<file path="src/rtl/pack_pkg.sv">
// Shared definitions for the 15-bit coefficient packer and unpacker.
// Word/coefficient geometry, frame sizes, lane type and security-level encoding.
// Occupancy constants are pre-sized to the bit-counter width so comparisons stay width-exact.
package pack_pkg;

   localparam int DATA_W    = 64;               // packed and unpacked word width
   localparam int COEF_W    = 15;               // significant bits per coefficient
   localparam int LANES     = 4;                // coefficients per unpacked word
   localparam int LANE_W    = DATA_W / LANES;   // 16-bit lane
   localparam int CHUNK_W   = LANES * COEF_W;   // 60 bits consumed per output word
   localparam int FRAME_IN  = 15;               // packed words per frame
   localparam int FRAME_OUT = 16;               // unpacked words per frame
   localparam int BUF_W     = 2 * DATA_W;       // bit FIFO depth
   localparam int CNT_W     = 8;                // occupancy counter width

   localparam logic [CNT_W-1:0] CHUNK_BITS = CNT_W'(CHUNK_W);
   localparam logic [CNT_W-1:0] WORD_BITS  = CNT_W'(DATA_W);
   localparam logic [CNT_W-1:0] MAX_BITS   = CNT_W'(BUF_W);

   typedef logic [LANE_W-1:0] lane_t;
   typedef logic [COEF_W-1:0] coef_t;

   typedef enum logic [1:0] {
      SEC_PACKED = 2'd0,
      SEC_LVL1   = 2'd1,
      SEC_LVL2   = 2'd2,
      SEC_LVL3   = 2'd3
   } sec_lvl_e;

   // Any non-zero security level routes data around the (un)packer.
   function automatic logic is_bypass(input logic [1:0] lvl);
      return lvl != SEC_PACKED;
   endfunction

endpackage

</file>
<file path="src/rtl/pack_unset_if.sv">
// Packed-in / unpacked-out stream bundle for pack_unset.
// master: upstream source + downstream sink (drives packIn*, packOut_rdy).
// slave:  the unpacker (drives packIn_rdy, packOut*).
interface pack_unset_if;
   import pack_pkg::*;

   logic [DATA_W-1:0] packIn;
   logic              packIn_val;
   logic              packIn_rdy;
   logic [DATA_W-1:0] packOut;
   logic              packOut_val;
   logic              packOut_rdy;

   modport master (
      output packIn, packIn_val, packOut_rdy,
      input  packIn_rdy, packOut, packOut_val
   );

   modport slave (
      input  packIn, packIn_val, packOut_rdy,
      output packIn_rdy, packOut, packOut_val
   );

endinterface

</file>
<file path="src/rtl/pack_unset_lane.sv">
// Widens one 15-bit coefficient to a 16-bit lane; purely combinational.
// Ports: coef (15-bit coefficient in), lane (16-bit lane out).
// UNPACK_SIGN_EXT_EN defined: two's-complement sign extension; otherwise zero extension.
module pack_unset_lane
   import pack_pkg::*;
(
   input  coef_t coef,
   output lane_t lane
);

`ifdef UNPACK_SIGN_EXT_EN
   assign lane = {coef[COEF_W-1], coef};
`else
   assign lane = {1'b0, coef};
`endif

endmodule

</file>
<file path="src/rtl/pack_unset.sv">
// Unpacks 15 dense words of 4x15-bit coefficients into 16 words of 4x16-bit lanes;
// output valid combinationally once 60 bits are buffered (first output the cycle after the first input).
// Ports: clk, rstn (sync active-low), sec_lvl (0 = unpack, else bypass), bus (slave side of pack_unset_if).
// Build option UNPACK_SIGN_EXT_EN selects sign extension of each lane (default zero extension).
module pack_unset
   import pack_pkg::*;
(
   input  logic       clk,
   input  logic       rstn,
   input  logic [1:0] sec_lvl,
   pack_unset_if.slave bus
);

   // MSB-aligned bit FIFO: the oldest received bit sits at buffer[BUF_W-1].
   // Bits below the occupied region are always zero so new words can be OR-ed in.
   logic [BUF_W-1:0]   buffer;
   logic [BUF_W-1:0]   buf_next;
   logic [BUF_W-1:0]   wr_word;
   logic [CNT_W-1:0]   buf_bits;
   logic [CNT_W-1:0]   bits_after;
   logic [CNT_W-1:0]   cnt_next;
   logic               mode_q;        // 1 = bypass

   logic               unp_val;
   logic               unp_rdy;
   logic               out_fire_unp;
   logic               in_fire;
   logic [CHUNK_W-1:0] chunk;
   logic [DATA_W-1:0]  unp_word;

   // Oldest 60 bits; coefficient 0 of the chunk (first received) lands in lane 3.
   assign chunk = buffer[BUF_W-1 -: CHUNK_W];

   genvar gi;
   generate
      for (gi = 0; gi < LANES; gi++) begin : g_lane
         pack_unset_lane u_lane (
            .coef (chunk[COEF_W*gi +: COEF_W]),
            .lane (unp_word[LANE_W*gi +: LANE_W])
         );
      end
   endgenerate

   // Unpack-side handshake. Ready looks at occupancy after this cycle's pop,
   // giving a combinational packOut_rdy -> packIn_rdy path.
   always_comb begin
      unp_val      = (buf_bits >= CHUNK_BITS);
      out_fire_unp = unp_val & bus.packOut_rdy & ~mode_q;
      bits_after   = out_fire_unp ? (buf_bits - CHUNK_BITS) : buf_bits;
      unp_rdy      = (bits_after <= WORD_BITS);
   end

   // Output select: bypass is a straight wire-through of data and handshake.
   always_comb begin
      if (mode_q) begin
         bus.packOut     = bus.packIn;
         bus.packOut_val = bus.packIn_val;
         bus.packIn_rdy  = bus.packOut_rdy;
      end else begin
         bus.packOut     = unp_word;
         bus.packOut_val = unp_val;
         bus.packIn_rdy  = unp_rdy;
      end
   end

   assign in_fire = bus.packIn_val & bus.packIn_rdy;

   // Pop first, then append the new word directly below the surviving bits.
   always_comb begin
      wr_word  = {bus.packIn, {DATA_W{1'b0}}} >> bits_after;
      buf_next = out_fire_unp ? (buffer << CHUNK_W) : buffer;
      cnt_next = bits_after;
      if (in_fire && !mode_q) begin
         buf_next = buf_next | wr_word;
         cnt_next = bits_after + WORD_BITS;
      end
   end

   always_ff @(posedge clk) begin
      if (!rstn) begin
         buffer   <= '0;
         buf_bits <= '0;
         mode_q   <= 1'b0;
      end else begin
         if (!mode_q) begin
            buffer   <= buf_next;
            buf_bits <= cnt_next;
         end
         // Mode only changes between frames, so a frame is never split across modes.
         if (buf_bits == '0 && !in_fire) begin
            mode_q <= is_bypass(sec_lvl);
         end
      end
   end

   // Occupancy peaks at exactly 128 (e.g. 64 held under backpressure plus one more
   // word admitted at bits_after == 64); ready gating makes anything above that impossible.
   a_buf_bound: assert property (@(posedge clk) disable iff (!rstn) buf_bits <= MAX_BITS);

endmodule

</file>
<file path="src/flat_wrapper.sv">
// flat-port wrapper written by rule: the top's interface ports become plain ports
module pack_unset_flat import pack_pkg::*;
  (clk, rstn, sec_lvl, bus_packIn, bus_packIn_val, bus_packOut_rdy, bus_packIn_rdy, bus_packOut, bus_packOut_val);
  pack_unset_if bus_i ();
  input  logic clk;
  input  logic rstn;
  input  logic [1:0] sec_lvl;
  input wire logic [$bits(bus_i.packIn)-1:0] bus_packIn;
  input wire logic [$bits(bus_i.packIn_val)-1:0] bus_packIn_val;
  input wire logic [$bits(bus_i.packOut_rdy)-1:0] bus_packOut_rdy;
  output wire logic [$bits(bus_i.packIn_rdy)-1:0] bus_packIn_rdy;
  output wire logic [$bits(bus_i.packOut)-1:0] bus_packOut;
  output wire logic [$bits(bus_i.packOut_val)-1:0] bus_packOut_val;
  assign bus_i.packIn = bus_packIn;
  assign bus_i.packIn_val = bus_packIn_val;
  assign bus_i.packOut_rdy = bus_packOut_rdy;
  assign bus_packIn_rdy = bus_i.packIn_rdy;
  assign bus_packOut = bus_i.packOut;
  assign bus_packOut_val = bus_i.packOut_val;
  pack_unset u_core (.clk(clk), .rstn(rstn), .sec_lvl(sec_lvl), .bus(bus_i));
endmodule
</file>
<file path="config.mk">
export PLATFORM = sky130hd
export DESIGN_NAME = pack_unset_flat
export DESIGN_NICKNAME = d
export VERILOG_FILES = /design/src/rtl/pack_pkg.sv /design/src/rtl/pack_unset_if.sv /design/src/rtl/pack_unset_lane.sv /design/src/rtl/pack_unset.sv /design/src/flat_wrapper.sv
export SDC_FILE = /design/constraint.sdc
export NUM_CORES = 1
export LEC_CHECK = 0
export ABC_AREA = 1
export CAP_MARGIN = 20
export CORE_MARGIN = 8
export CORE_UTILIZATION = 43
export DETAILED_ROUTE_END_ITERATION = 7
export GPL_TIMING_DRIVEN = 0
export PLACE_DENSITY = 0.73
export SKIP_CTS_REPAIR_TIMING = 1
export SYNTH_ARGS = -nofsm -noshare
export SYNTH_HDL_FRONTEND = slang
export SYNTH_SLANG_ARGS = --single-unit
</file>
<file path="constraint.sdc">
create_clock -name clk -period 4.3 [get_ports clk]
set_input_delay 0.86 -clock clk [delete_from_list [all_inputs] [get_ports clk]]
set_output_delay 0.86 -clock clk [all_outputs]
set_load 0.02 [all_outputs]
</file>
==> PnR_summary.wiki, run 1 <==
{| class="wikitable"
! Metric !! Value
|-
| Number of slew-limit violations in the final report || 0
|-
| Via Count || 15500
|-
| Final nets || 2175
|-
| Largest fanout on the critical path || 10
|-
| Number of cells on the worst reg-to-reg path || 18
|-
| Number of warnings printed during yosys synthesis || 0
|-
| Startpoint kind of the worst setup timing path || flop
|-
| Most numerous cell in the Yosys netlist || sky130_fd_sc_hd__nand2_1
|-
| Post-DR vias/cell || 6.33
|-
| Final ANT Viol Nets || 0
|-
| Most numerous cell types in the synthesized netlist || sky130_fd_sc_hd__nand2_1 (555), sky130_fd_sc_hd__nand3_1 (551), sky130_fd_sc_hd__a21oi_1 (156), sky130_fd_sc_hd__o21ai_0 (137), sky130_fd_sc_hd__dfxtp_1 (135)
|-
| Fraction of the yosys area taken by sequential cells || 24.9%
|-
| FF-to-FF setup slack || 320 ps
|-
| Global-route usage over all layers || 42.0%
|-
| Avg WL per Cell || 27.3 um
|-
| Area of the die || 30600 um^2
|-
| Total Power Consumption || 13.6 mW
|-
| Leading post-synthesis cells by cell area || sky130_fd_sc_hd__nand3_1 (25%), sky130_fd_sc_hd__dfxtp_1 (25%), sky130_fd_sc_hd__nand2_1 (19%)
|-
| RD Place Congestion || 1.11
|-
| Share of the synthesized area in the top cell type || 25.4%
|-
| Clock Pin Slew Worst Setup and Hold Paths || 70 ps
|-
| Skew final || 19.1 ps
|-
| Clock sink count || 135
|-
| Max Clock Freq || 0.235 GHz
|-
| Synth-to-layout area growth || 22.2%
|-
| Effective utilization at floorplan || 43.4%
|-
| First-pass iteration count of the detailed router || 8
|-
| Post-placement setup slack || -1340 ps
|-
| Post-synthesis register bit count || 135
|-
| TritonCTS clock tree || done
|-
| Overflow left after global routing || 0
|-
| Slew HR || 42.0%
|-
| Peak supply drop || 0.569 mV
|-
| Worst Setup SP || u_core.mode_q$_SDFFE_PN0P_
|-
| Antenna diode count || 0
|-
| Netlist cell types || 28
|-
| H-tree lvl count || 4
|-
| Cell taking the most area after synthesis || sky130_fd_sc_hd__nand3_1
|-
| Worst path setup slack after routing || 39.0 ps
|-
| Max Buffers Root-to-Sink || 2
|-
| Worst setup EP type || output pin
|-
| Io pins || 136
|-
| CORE AREA || 25000 um^2
|-
| Clock network latency to the later pin of the worst-skew pair || 440 ps
|-
| Detailed placer's ending HPWL || 54.5 mm
|-
| Outcome || completed
|-
| Share of layout cells above drive strength 1 || 4.02%
|-
| Share of the clock period used by the worst path || 99.1%
|-
| Worst Hold Slack || 465 ps
|-
| DRC || 0
|-
| Count of routing violations after the opening detailed-route iteration || 3054
|-
| End point of the critical path || bus_packOut[29]
|-
| Wire length of the first global-routing pass || 94.7 mm
|-
| Required time of the critical path || 3440 ps
|-
| Startpoint-to-endpoint class of the critical path || reg2out
|-
| Pin count of the biggest net entering global routing || 17
|-
| Least-Margin Pin Slew || 869 ps
|-
| Number of nets in the synthesized netlist || 2019
|-
| Post-Route WL || 66.7 mm
|-
| Destination of the worst register-to-register timing path || u_core.buffer[28]$_SDFFE_PN0N_
|-
| Number of cells produced by synthesis || 1946
|-
| Buffers added on ports || 135
|-
| Min Tclk post-route || 4260 ps
|-
| Number of antenna violations at the first check in global routing || 3
|-
| Worst hold path class || reg2reg
|-
| Final Setup Violations || 0
|-
| Number of global-route vias before repair || 13900
|-
| # Max-Cap Violations || 0
|-
| Master cell of the clock root buffer || sky130_fd_sc_hd__clkbuf_16
|-
| CP Data Arrival Time || 3400 ps
|-
| Worst reg2reg startpoint || u_core.buf_bits[2]$_SDFFE_PN0N_
|-
| Syn Std Cell Area || 10800 um^2
|-
| Async SR Flop Fraction || 0%
|-
| Number of flops mapped to enable cells by yosys || 0
|-
| Synthesized area per cell || 5.57 um^2
|-
| Standby leakage power || 5.81 nW
|-
| Num CTS Buffers || 17
|-
| Top flip-flop cell by instance count after synthesis || sky130_fd_sc_hd__dfxtp_1
|-
| Die H || 175 um
|-
| Number of hold violations in the final report || 0
|-
| Number of placement rows || 58
|-
| Total power per unit cell area || 1030 nW/um^2
|-
| Die Wd || 175 um
|}
==> power breakdown <==
part / switching (mW) / internal, mW / leakage [nW]
clock network: 0.742 / 0.778 / 0.288
registers: 0.374 / 1.70 / 1.10
logic: 7.26 / 2.78 / 4.42
==> per-stage QoR <==
step	setup TNS [ps]	std cells	area [um^2]	utilization, %
3_3_place_gp	-90870	2411	12600	50.5
2_1_floorplan	0	1946	10800	-
6_report	0	2445	13200	53.1
5_1_grt	-0.998	2445	13200	53.1
3_5_place_dp	-105480	2411	12600	50.5
4_1_cts	-56310	2443	13200	52.8
==> registers in the layout, summed over array words and instances, names as in the netlist <==
| name | count |
|---|---|
| u_core.buffer | 128 |
| u_core.buf_bits | 6 |
| u_core.mode_q | 1 |
==> per-layer routing <==
layer | global-route usage, % | share of wire, % | vias up
met5 | 0 | 0.039 | -
met4 | 29.1 | 8.6 | 4
met3 | 13.6 | 14 | 306
met2 | 62.9 | 41 | 1285
met1 | 50.3 | 36 | 7045
li1 | - | - | 6849
==> worst min path at each step <==
stage	startpoint	end	slack [ps]	cells after the start
floorplan	u_core.buffer[0]$_SDFFE_PN0N_	u_core.buffer[0]$_SDFFE_PN0N_	450	2
global placement	u_core.buffer[52]$_SDFFE_PN0N_	u_core.buffer[52]$_SDFFE_PN0N_	450	2
detailed placement	u_core.buffer[0]$_SDFFE_PN0N_	u_core.buffer[0]$_SDFFE_PN0N_	460	2
CTS	u_core.buffer[16]$_SDFFE_PN0N_	u_core.buffer[16]$_SDFFE_PN0N_	470	2
global route	u_core.buffer[36]$_SDFFE_PN0N_	u_core.buffer[36]$_SDFFE_PN0N_	480	2
finish	u_core.buffer[1]$_SDFFE_PN0N_	u_core.buffer[1]$_SDFFE_PN0N_	460	2
==> worst max-delay path, cell delays in order, from the launching register on <==
cell,delay [ps]
sky130_fd_sc_hd__dfxtp_1,350
sky130_fd_sc_hd__inv_2,180
sky130_fd_sc_hd__buf_2,450
sky130_fd_sc_hd__clkbuf_2,460
sky130_fd_sc_hd__clkbuf_2,390
sky130_fd_sc_hd__nand2_1,250
sky130_fd_sc_hd__o21ai_0,170
sky130_fd_sc_hd__clkdlybuf4s50_1,690
==> area by class of cell <==
class,count,area [um^2]
buffer,158,648
fill,2584,11700
clock inverter,15,155
inverter,141,534
clock buffer,17,425
tap,330,413
timing repair buffer,138,1370
sequential,135,2700
multi-input combinational,1511,7000
==> layout by cell type, fill, tap and decap left out, drive strengths merged, types with 13 or more instances in the layout <==
master,instances
a21oi,156
buf,52
clkbuf,127
clkdlybuf4s50,133
dfxtp,135
inv,148
nand2,557
nand3,552
nand4,24
nor2,43
nor3,13
o211ai,13
o21ai,140
==> kinds of logic after synthesis <==
logic type	Yosys count	share of synthesized area, %
buffers and inverters	300	10.7
AND/OR/NAND/NOR	1191	48.8
AO/OA/AOI/OAI	314	14.9
flip-flops	135	24.9
adder cells (fa/ha/maj)	3	0.346
XOR/XNOR	3	0.242
Power figures use the tool's default switching activity.
==> run 2: changes to the inputs <==
- CELL_PAD_IN_SITES_DETAIL_PLACEMENT: unset -> 1
- CELL_PAD_IN_SITES_GLOBAL_PLACEMENT: unset -> 1
- CORE_UTILIZATION: 43 -> 39
- PLACE_DENSITY: 0.73 -> 0.92
==> run 2 against run 1 <==
Sequential power is 2% higher. Count of clock-buffer cells in the layout did not move. Worst hold slack gained 7.8 ps. Critical endpoint is now bus_packOut[32]. Clock skew is 1.6 ps higher. Die area grew 9.3%. Power increased by 3.8%. Maximum frequency decreased by 3.3%. Sequential cell count is the same. Via count is 2.1% higher. Largest power group unchanged. Core utilization decreased by 4.7 points. Sequential share of layout area is 0.12 points lower. The flow now finishes with violations (negative setup slack).
==> PnR_summary.wiki, run 2 (synthesized netlist as in run 1, its figures left out) <==
{| class="wikitable"
! Metric !! Value
|-
| Largest fanout on the critical path || 10 (unchanged)
|-
| Slew HR || 39.7% (-2.4 points)
|-
| Wire length of the first global-routing pass || 108 mm (+14%)
|-
| Worst setup EP type || output pin
|-
| FF-to-FF setup slack || 120 ps (-200 ps)
|-
| H-tree lvl count || 4 (unchanged)
|-
| Peak supply drop || 0.506 mV (-11%)
|-
| Failing checks || negative setup slack
|-
| Master cell of the clock root buffer || sky130_fd_sc_hd__clkbuf_16
|-
| Biggest register || u_core.buffer
|-
| Post-Route WL || 74.9 mm (+12%)
|-
| Buffer and inverter count on the worst path || 5 (unchanged)
|-
| Startpoint-to-endpoint class of the critical path || reg2out
|-
| CORE AREA || 27600 um^2 (+10%)
|-
| Die H || 183 um (+4.5%)
|-
| Die Wd || 183 um (+4.5%)
|-
| Clock Pin Slew Worst Setup and Hold Paths || 80 ps (about the same)
|-
| Final Setup Violations || 5 (+5)
|-
| Total power per unit cell area || 1060 nW/um^2 (+3.2%)
|-
| Detailed placer's ending HPWL || 59.8 mm (+9.7%)
|-
| Slowest library cell on the worst path || sky130_fd_sc_hd__clkdlybuf4s50_1
|-
| Final ANT Viol Nets || 0 (unchanged)
|-
| DRC || 0 (unchanged)
|-
| Share of layout cells above drive strength 1 || 4.07% (+0.049 points)
|-
| Final nets || 2174 (-0.046%)
|-
| Synth-to-layout area growth || 22.9%
|-
| Effective utilization at floorplan || 39.4% (-4.1 points)
|-
| Share of the clock period used by the worst path || 102% (+3.4 points)
|-
| Number of placement rows || 61 (+5.2%)
|-
| Buffers added on ports || 135 (unchanged)
|-
| Top flop regs || u_core.buffer x128, u_core.buf_bits x6, u_core.mode_q x1
|-
| Max Clock Freq || 0.227 GHz (-3.3%)
|-
| TritonCTS clock tree || done
|-
| Most common library cell in the layout ignoring fill and taps || sky130_fd_sc_hd__nand2_1
|-
| # Max-Cap Violations || 0 (unchanged)
|-
| Global-route usage over all layers || 44.1% (+2.1 points)
|-
| Least-Margin Pin Slew || 905 ps (+35.7 ps)
|-
| Clock sink count || 135 (unchanged)
|-
| Number of global-route vias before repair || 15800 (+14%)
|-
| Worst hold path class || reg2reg
|-
| Post-DR vias/cell || 6.35 (+0.19%)
|-
| Number of flip-flops under the largest register name || 128 (unchanged)
|-
| Outcome || finished with violations
|-
| RSZ-0062 raised after global routing || yes
|-
| Kind of cell adding the most delay to the critical path || buffers and inverters
|-
| First-pass iteration count of the detailed router || 6 (-2)
|-
| Critical path, cell by cell || inv_2 -> clkbuf_4 -> buf_1 -> clkbuf_2 -> nand2_1 -> o21ai_0 -> clkdlybuf4s50_1
|-
| Pin count of the biggest net entering global routing || 17 (unchanged)
|-
| Number of antenna violations at the first check in global routing || 3 (unchanged)
|-
| Startpoint kind of the worst setup timing path || flop
|-
| Commonest cells after routing, fill and taps aside || sky130_fd_sc_hd__nand2_1 (554), sky130_fd_sc_hd__nand3_1 (551), sky130_fd_sc_hd__a21oi_1 (156)
|-
| Num CTS Buffers || 17 (unchanged)
|-
| Skew final || 20.7 ps (+1.60 ps)
|-
| Max Buffers Root-to-Sink || 2 (unchanged)
|-
| Area of the die || 33400 um^2 (+9.3%)
|-
| Number of slew-limit violations in the final report || 0 (unchanged)
|-
| Antenna diode count || 0 (unchanged)
|-
| Count of routing violations after the opening detailed-route iteration || 2337 (-23%)
|-
| Total Power Consumption || 14.2 mW (+3.8%)
|-
| Number of hold violations in the final report || 0 (unchanged)
|-
| RD Place Congestion || 1.18 (+6.2%)
|-
| Overflow left after global routing || 0 (unchanged)
|-
| Post-placement cell count || 2459 (+2.0%)
|-
| Via Count || 15800 (+2.1%)
|-
| Min Tclk post-route || 4410 ps (+145 ps)
|-
| Io pins || 136 (unchanged)
|-
| Final Non-Filler Cells || 2492 (+1.9%)
|-
| Standby leakage power || 5.82 nW (+0.24%)
|-
| Delay of the slowest cell on the worst path || 660 ps (-30 ps)
|-
| Required time of the critical path || 3440 ps (about the same)
|-
| Clock network latency to the later pin of the worst-skew pair || 470 ps (+30 ps)
|-
| CP Data Arrival Time || 3550 ps (+150 ps)
|-
| Worst path setup slack after routing || -106 ps (-145 ps)
|-
| Avg WL per Cell || 30.1 um (+10%)
|}
[run 2: changes by cell type in the layout (fill, tap and decap cells not counted)]
cell                        before  now
sky130_fd_sc_hd__clkbuf_1      106  103
sky130_fd_sc_hd__buf_4           5    3
sky130_fd_sc_hd__clkbuf_2        4    6
sky130_fd_sc_hd__inv_6           5    3
sky130_fd_sc_hd__buf_1          20   21
sky130_fd_sc_hd__buf_12          0    1
sky130_fd_sc_hd__buf_2          26   25
sky130_fd_sc_hd__bufinv_16       0    1
sky130_fd_sc_hd__clkbuf_4        0    1
sky130_fd_sc_hd__clkinv_2        1    2
sky130_fd_sc_hd__clkinv_4        3    4
sky130_fd_sc_hd__clkinv_8        2    1
[run 2: worst paths after layout]
kind                                         from                        endpoint  cells past startpoint
setup / recovery       u_core.mode_q$_SDFFE_PN0P_                 bus_packOut[32]                      7
hold / removal     u_core.buffer[15]$_SDFFE_PN0N_  u_core.buffer[15]$_SDFFE_PN0N_                      2
setup reg to reg  u_core.buf_bits[3]$_SDFFE_PN0N_  u_core.buffer[95]$_SDFFE_PN0N_                     20
hold reg to reg    u_core.buffer[15]$_SDFFE_PN0N_  u_core.buffer[15]$_SDFFE_PN0N_                      2
[run 2: where the power goes]
group	internal, mW	switching, mW
logic	2.80	7.67
registers	1.70	0.426
clock network	0.823	0.737
[run 2: worst reg2reg max path, delay by kind of cell (launching register included)]
kind	cells	cell delay, ps
XOR/XNOR	1	220
adder cells (fa/ha/maj)	2	400
flip-flops	1	380
buffers and inverters	6	1120
AO/OA/AOI/OAI	1	230
AND/OR/NAND/NOR	10	1720
[run 2: routing by layer]
metal,global-route usage (%),up-vias,routed length (um)
li1,-,6836,-
met1,50.5,7489,27600
met2,68.1,1145,31800
met3,13.4,344,8410
met4,34.6,2,7120
met5,0,-,17
[run 2: per-stage QoR]
step	cell area [um^2]	hold WS (ps)	util, %	TNS (ps)	setup WS (ps)
6_report	13300	473	48.4	-195	-106
5_1_grt	13300	487	48.4	-187	-117
4_1_cts	13300	469	48.1	-109850	-1520
3_5_place_dp	12700	459	46.0	-136770	-1470
3_3_place_gp	12700	452	46.0	-115570	-1380
2_1_floorplan	10800	445	-	0	746
[run 2: cell type report]
| cell class | instances | area, um^2 |
|---|---|---|
| buffer | 158 | 653 |
| clock inverter | 15 | 163 |
| inverter | 141 | 537 |
| clock buffer | 17 | 425 |
| fill | 3855 | 14200 |
| timing repair buffer | 137 | 1380 |
| tap | 378 | 473 |
| sequential | 135 | 2700 |
| multi-input combinational | 1511 | 7000 |
==> run 3: changes to the inputs <==
- CAP_MARGIN: 20 -> unset
==> results of run 3 <==
The final DEF is identical to that of run 2; final timing and power are the same.
